**src/rtl/cd_out_arb.sv**
```systemverilog
// Round-robin arbiter sharing one router output port among NREQ input buffers,
// with an independent fairness pointer per VC. Optional grant statistics: CD_ARB_STATS_EN.
module cd_out_arb #(
   parameter int NREQ = 4,
   parameter int DW   = 64,
   parameter int CW   = 16
) (
   input  logic              clk,
   input  logic              reset,
   input  logic              polarity,
   input  logic [NREQ-1:0]   req,
   input  logic [NREQ*DW-1:0] req_data,
   input  logic [1:0]        out_ready,
   output logic [NREQ-1:0]   gnt,
   output logic              out_valid,
   output logic              out_vc,
   output logic [DW-1:0]     out_data,
   output logic [NREQ*CW-1:0] grant_cnt
);

   localparam int PW = $clog2(NREQ);

   logic [1:0][PW-1:0] rr_reg;
   logic [PW-1:0]      rr_cur;
   logic [PW-1:0]      rr_next;
   logic [NREQ-1:0]    elig;
   logic [DW-1:0]      flit [NREQ];
   logic               win_found;
   logic [PW-1:0]      win_idx;
   logic [PW:0]        scan_idx;
   logic               grant_en;
   logic               out_valid_reg;
   logic               out_vc_reg;
   logic [DW-1:0]      out_data_reg;

   genvar gi;
   generate
      for (gi = 0; gi < NREQ; gi++) begin : g_req
         assign flit[gi] = req_data[gi*DW +: DW];
         assign elig[gi] = req[gi] & (req_data[gi*DW+DW-1] == polarity);
      end
   endgenerate

   assign rr_cur = rr_reg[polarity];

   // First eligible index at or after the active VC's pointer, modulo NREQ.
   always_comb begin
      win_found = 1'b0;
      win_idx   = '0;
      scan_idx  = '0;
      for (int k = 0; k < NREQ; k++) begin
         scan_idx = {1'b0, rr_cur} + (PW+1)'(k);
         if (scan_idx >= (PW+1)'(NREQ))
            scan_idx = scan_idx - (PW+1)'(NREQ);
         if (!win_found && elig[scan_idx[PW-1:0]]) begin
            win_found = 1'b1;
            win_idx   = scan_idx[PW-1:0];
         end
      end
   end

   assign grant_en = ~reset & out_ready[polarity] & win_found;
   assign gnt      = grant_en ? (NREQ'(1) << win_idx) : '0;
   assign rr_next  = (win_idx == PW'(NREQ-1)) ? '0 : win_idx + PW'(1);

   always_ff @(posedge clk) begin
      if (reset) begin
         rr_reg        <= '0;
         out_valid_reg <= 1'b0;
         out_vc_reg    <= 1'b0;
         out_data_reg  <= '0;
      end else begin
         out_valid_reg <= grant_en;
         if (grant_en) begin
            rr_reg[polarity] <= rr_next;
            out_data_reg     <= flit[win_idx];
            out_vc_reg       <= polarity;
         end
      end
   end

   assign out_valid = out_valid_reg;
   assign out_vc    = out_vc_reg;
   assign out_data  = out_data_reg;

`ifdef CD_ARB_STATS_EN
   // Saturating per-requester grant counters.
   generate
      for (gi = 0; gi < NREQ; gi++) begin : g_cnt
         logic [CW-1:0] cnt_reg;
         always_ff @(posedge clk) begin
            if (reset)
               cnt_reg <= '0;
            else if (gnt[gi] && (cnt_reg != {CW{1'b1}}))
               cnt_reg <= cnt_reg + CW'(1);
         end
         assign grant_cnt[gi*CW +: CW] = cnt_reg;
      end
   endgenerate
`else
   assign grant_cnt = '0;
`endif

endmodule

```
**config.mk**
```make
export PLATFORM = sky130hd
export DESIGN_NAME = cd_out_arb
export DESIGN_NICKNAME = d
export VERILOG_FILES = /design/src/rtl/cd_out_arb.sv
export SDC_FILE = /design/constraint.sdc
export NUM_CORES = 1
export LEC_CHECK = 0
export CAP_MARGIN = 20
export CORE_AREA = 4 4 155 157
export CTS_BUF_LIST = sky130_fd_sc_hd__clkbuf_8
export CTS_CLUSTER_SIZE = 10
export DETAILED_ROUTE_END_ITERATION = 8
export DIE_AREA = 0 0 159 161
export GPL_TIMING_DRIVEN = 1
export PLACE_DENSITY = 0.55
export SYNTH_ARGS = -nofsm -noshare
export SYNTH_HDL_FRONTEND = slang
export SYNTH_SLANG_ARGS = --single-unit
```
**constraint.sdc**
```tcl
create_clock -name clk -period 3.1 [get_ports clk]
set_input_delay 0.31 -clock clk [delete_from_list [all_inputs] [get_ports clk]]
set_output_delay 0.31 -clock clk [all_outputs]
set_load 0.02 [all_outputs]
```
# After elaboration in Yosys (flattened, before gate mapping)
# Index checks and enable logic that the tools add are counted.
[totals]
reg_bits = 70
in_bits = 265
out_inout_bits = 134
word_cells = 77
[op_classes]
n_addsub = 8
magnitude_cmp = 11
n_eq_ne = 5
n_shift = 1
n_mux = 32
bitwise = 8
n_reduce_logical = 7
[op_table]
columns = ["operator", "n"]
rows = [
  ["$bmux W64 S2", 1],
  ["$mux W64", 2],
  ["$mux W2", 12],
  ["$ge A3 B3 Y1 const B", 4],
  ["$lt A2 B3 Y1 const B", 4],
  ["$mux W1", 10],
  ["$bmux W1 S2", 4],
  ["$sub A2 B1 Y2 const B", 4],
  ["$add A2 B2 Y3 const B", 2],
  ["$and A1 B1 Y1", 6],
  ["$bwmux W4", 1],
  ["$eq A1 B1 Y1", 4],
  ["$logic_and A1 B1 Y1", 4],
  ["$mux W4", 1],
  ["$shl A1 B2 Y4 const A", 1],
  ["$add A2 B1 Y3 const B", 1],
  ["$ge A2 B3 Y1 const B", 1],
  ["$logic_not A1 Y1", 3],
  ["$not A2 Y3", 1],
  ["$add A2 B1 Y2 const B", 1],
  ["$demux W2 S1", 1],
  ["$eq A2 B2 Y1 const B", 1],
  ["$lt A1 B2 Y1 const B", 1],
  ["$ge A1 B1 Y1 const B", 1],
  ["$not A1 Y1", 1],
]

# Depth between registers and ports, before layout
[depth]
depth_word = 20
mapped_depth = 10
ltp_nobuf = 6

# Worst setup path before layout
# Ideal clock, no wire load.
[synth_timing]
path_type = "in2reg"
startpoint = "in polarity"
endpoint = "reg out_data_reg[46], in the netlist out_data[46]"
setup_time_ns = 0.059
t_arrival_ns = 2.019
required_ns = 3.041
path_slack_ns = 1.022
cell_stages = 8
n_path_buf = 3
path_cell_list = "buf_2 > buf_6 > nor3_1 > o21ai_1 > a21oi_2 > clkbuf_1 > a221o_1 > a221o_1"
[synth_via]
elab_chain_len = 20
word_cells_on_any_way = 55
classes_between = "7 x add/sub; 4 x order compare; 4 x eq/ne; 27 x mux; 7 x bitwise; 6 x reduce/logical"
[synth_lines]
columns = ["item", "line", "text"]
rows = [
  ["start, declared", "10", "input logic polarity,"],
  ["parallel branches: the longest is 20 deep, another holds $add A2 B1 Y3", "-", ""],
  ["end signal, assigned", "76", "out_data_reg <= flit[win_idx];"],
  ["end, declared", "34", "logic [DW-1:0] out_data_reg;"],
]
# Parallel ways; which one is timed is not known. The select of a mux whose other input is x is not followed.
# A chain may end at the register's enable or synchronous reset.

# Worst setup path in the final report
[layout_timing]
startpoint = "in polarity"
endpoint = "out gnt[1]"
[layout_via]
elab_chain_len = 18
word_cells_on_any_way = 53
classes_between = "7 x add/sub; 4 x order compare; 4 x eq/ne; 1 x shift; 25 x mux; 6 x bitwise; 6 x reduce/logical"
[layout_lines]
columns = ["item", "line", "text"]
rows = [
  ["parallel branches: the longest is 17 deep, another holds $add A2 B1 Y3", "-", ""],
  ["$mux W4 *", "63", "assign gnt = grant_en ? (NREQ'(1) << win_idx) : '0;"],
  ["end, declared", "14", "output logic [NREQ-1:0] gnt,"],
]
# Mark *: on every way between the ends. The select of a mux whose other input is x is not followed.

==> results by group <==
Status
  • Status: finished, final reports clean

STA
  • Total of endpoints with negative setup slack in the final report: 0
  • Setup_tns: 0 ps
  • Worst-case clock skew: 11.47 ps
  • Least setup slack across all paths after layout: ~110 ps
  • Highest achievable clock rate: between 300 and 400 MHz
  • Least-Margin Pin Slew: 835.7 ps
  • Final number of hold-violating endpoints: 0
  • Clock period minus final worst setup slack: 2989 ps
  • Fin Hold WS: between 400 and 500 ps
  • Crit share post-route: 0.9643
  • Final number of max-transition violations: 0
  • RSZ-0062 raised after global routing: false
  • Relative slew slack: 0.4428

Worst setup path
  • Buffers and inverters on the worst path: 3
  • Cell mode on critical path: sky130_fd_sc_hd__clkdlybuf4s50_1
  • Worst path cell trace: clkdlybuf4s50_1 -> buf_12 -> and3b_1 -> o21ai_2 -> a21oi_2 -> a2111oi_4 -> clkdlybuf4s50_1
  • Setup crit end kind: output pin
  • Origin of the critical flop-to-flop path: rr_reg[2]$_SDFFE_PP0P_
  • Critical Path Start: polarity
  • Register-to-register setup slack: 660 ps
  • Worst Reg-to-Reg Cells: 7
  • Cell with the largest stage delay on the worst path: sky130_fd_sc_hd__clkdlybuf4s50_1
  • Top cell family by delay on the critical path: buffers and inverters
  • Critical Path Fanout Max: 30
  • Crit path kind: input pin to output pin
  • Maximum cell stage delay along the critical path: between 700 and 800 ps
  • Kind of launch point of the worst setup path: input pin
  • FF-to-FF End: out_data[2]$_SDFFE_PP0P_
  • Worst endpoint required time: 2790 ps
  • Arrival time at the worst endpoint: between 2000 and 3000 ps

Synthesis
  • Yosys synthesis warning count: 0
  • Synthesized area per cell: 8.924 µm²
  • Number of enable flip-flop cells after synthesis: 0
  • Cell taking the most area after synthesis: sky130_fd_sc_hd__dfxtp_1
  • Share of synthesized area occupied by flip-flops and latches: 0.2968
  • Cells after synthesis: 529
  • Leading register cell type out of synthesis: sky130_fd_sc_hd__dfxtp_1
  • Post-Synthesis Cell Area: 4721 µm²
  • Distinct cell type count of the synthesized netlist: 46
  • Flop and latch count out of synthesis: 70
  • Async set-reset flop share out of synthesis: 0
  • Yosys top cell area share: 0.2968
  • Cell types occupying the most area after synthesis: sky130_fd_sc_hd__dfxtp_1 30%, sky130_fd_sc_hd__a221o_1 27%, sky130_fd_sc_hd__buf_4 11%, sky130_fd_sc_hd__nand2b_1 9.0%, sky130_fd_sc_hd__a21oi_1 7.0%

Global route
  • GR Overflow Total: 0
  • Via count of the first global-routing pass: 5412
  • Combined global-route utilization of all metal layers: 0.1645
  • Largest net degree at the start of global routing: 67
  • Wire length of the first global-routing pass: between 30000 and 40000 µm
  • Number of antenna violations at the first check in global routing: 1

Power and ir drop
  • VDD IR-drop max: 0.1391 mV
  • Power Total: 2.961 mW
  • Static leakage: 3.117 nW
  • P per Cell Area: 356.6 nW/µm²

Min path
  • Worst hold endpoint: out_vc$_SDFFE_PP0P_
  • Hold wc startpoint: out_vc$_SDFFE_PP0P_
  • Hold/Removal Path Class: flip-flop to flip-flop
  • Number of stages on the worst hold path: 2

Clocking
  • CTS Buf Count: 9
  • Clock Sink Count: 70
  • Count of hold buffers inserted by post-cts repair: 0
  • Clock-pin slew on the worst setup and hold paths: 80 ps
  • Clock tree from TritonCTS: done
  • Number of levels the H-tree was split into: 3
  • Buffer count from post-CTS setup fixing: 0
  • Insertion delay to the later sink of the worst-skew pair: 350 ps
  • Deepest clock path buffer count: 2
  • Master cell of the clock root buffer: sky130_fd_sc_hd__clkbuf_8

Cells and area
  • Fraction of final layout cells with drive strength greater than 1: 0.04988
  • Largest register FFs: 64
  • Layout overhead on the synthesized area: 75.88%
  • Most frequent cells in the layout: 332 x sky130_fd_sc_hd__clkdlybuf4s50_1, 126 x sky130_fd_sc_hd__a221o_1, 70 x sky130_fd_sc_hd__dfxtp_1
  • Diodes inserted: 0
  • NumNets Final: ~1100
  • Non-filler instance count after layout: 1127
  • Most common cell after layout, fill and taps aside: sky130_fd_sc_hd__clkdlybuf4s50_1

Flow run
  • Number of maximum-capacitance constraint violations: 0

Place
  • Minimum setup slack after placement: 92.75 ps
  • Final estimated routing congestion in global placement: about 0.82
  • Placed wire-length estimate: 16200 µm
  • Cell Count Post-Placement: 1113
  • Port Buf Inserts: between 300 and 400

Detailed routing
  • DRC violation count after routing: 0
  • Average detailed-routed wire length per instance: 19.97 µm
  • Count of antenna-violating nets left after detailed routing: 0
  • Detailed router's first-iteration violation count: just over 300
  • Post-detailed-route via-to-cell ratio: 4.831
  • Detailed-router iteration count before antenna repair: 4
  • Number of vias in the routed layout: 5444
  • Final Routed Wirelength: between 20000 and 25000 µm

Floorplan
  • I/O pin count: 399
  • Total die area: 25600 µm²
  • Die W: approximately 160 µm
  • Height of the die: 161 µm
  • Total core area: about 23000 µm²
  • Starting Density: 0.2098
  • FP Rows: 55
==> final cells by class <==
cell class	instances	area, µm²
Clock inverter	5	53.80
Inverter	2	7.507
Timing Repair Buffer	350	3523
Multi-Input combinational cell	406	2836
Tap cell	285	356.6
Sequential cell	70	1401
Fill cell	2286	14200
Clock buffer	9	123.9
==> per-layer routing <==
metal  up-vias  share of wire  track usage
li1       2556              -            -
met1      2594           0.41       0.1955
met2       272           0.50       0.2915
met3        20          0.082      0.04695
met4         2          0.016      0.04418
met5         -        0.00058            0
==> stage by stage <==
step,area [µm²],utilization
after floorplan,4957,-
after global placement,8123,0.3610
after detailed placement,8123,0.3610
after CTS,8300,0.3689
after global routing,8303,0.3690
final,8303,0.3690
==> kinds of logic after synthesis <==
| group | share of synthesized area |
|---|---|
| DFF | 0.2968 |
| other | 0.0007944 |
| AOI/OAI and AO/OA | 0.3814 |
| xor gates and xnor gates | 0.001856 |
| buffers and inverters | 0.1609 |
| muxes | 0.009011 |
| and+or+nand+nor | 0.1492 |
==> tightest hold or removal path: stages, from the launching register on <==
cell                      delay (ps)
sky130_fd_sc_hd__dfxtp_1         320
sky130_fd_sc_hd__nand2_1          50
sky130_fd_sc_hd__a21oi_1          50
==> worst max path at each step <==
| stage | end | cells after the start |
|---|---|---|
| floorplan | out_data[46]$_SDFFE_PP0P_ | 8 |
| global placement | gnt[1] | 7 |
| detailed placement | gnt[1] | 7 |
| CTS | gnt[1] | 7 |
| global route | gnt[1] | 7 |
| finish | gnt[1] | 7 |
==> synth_stat cells, drive strengths merged (3+ instances only) <==
library cell,count
nor3,4
nand3,4
clkbuf,24
and2,3
a221o,126
o22ai,3
nand2,12
nor2,8
buf,90
nand2b,68
o21ai,7
a21oi,69
nor2b,7
dfxtp,70
==> power breakdown <==
group          internal [mW]  leakage (nW)  switching (mW)
combinational          0.633          2.45           0.517
sequential             0.997         0.575          0.0597
clock                  0.360        0.0884           0.394
==> what timing repair did <==
action,in CTS,in global routing
hold endpoints to repair,0,0
gates resized for setup,0,1
setup endpoints to repair,0,2
No activity file was read; power rests on OpenSTA's default activity.
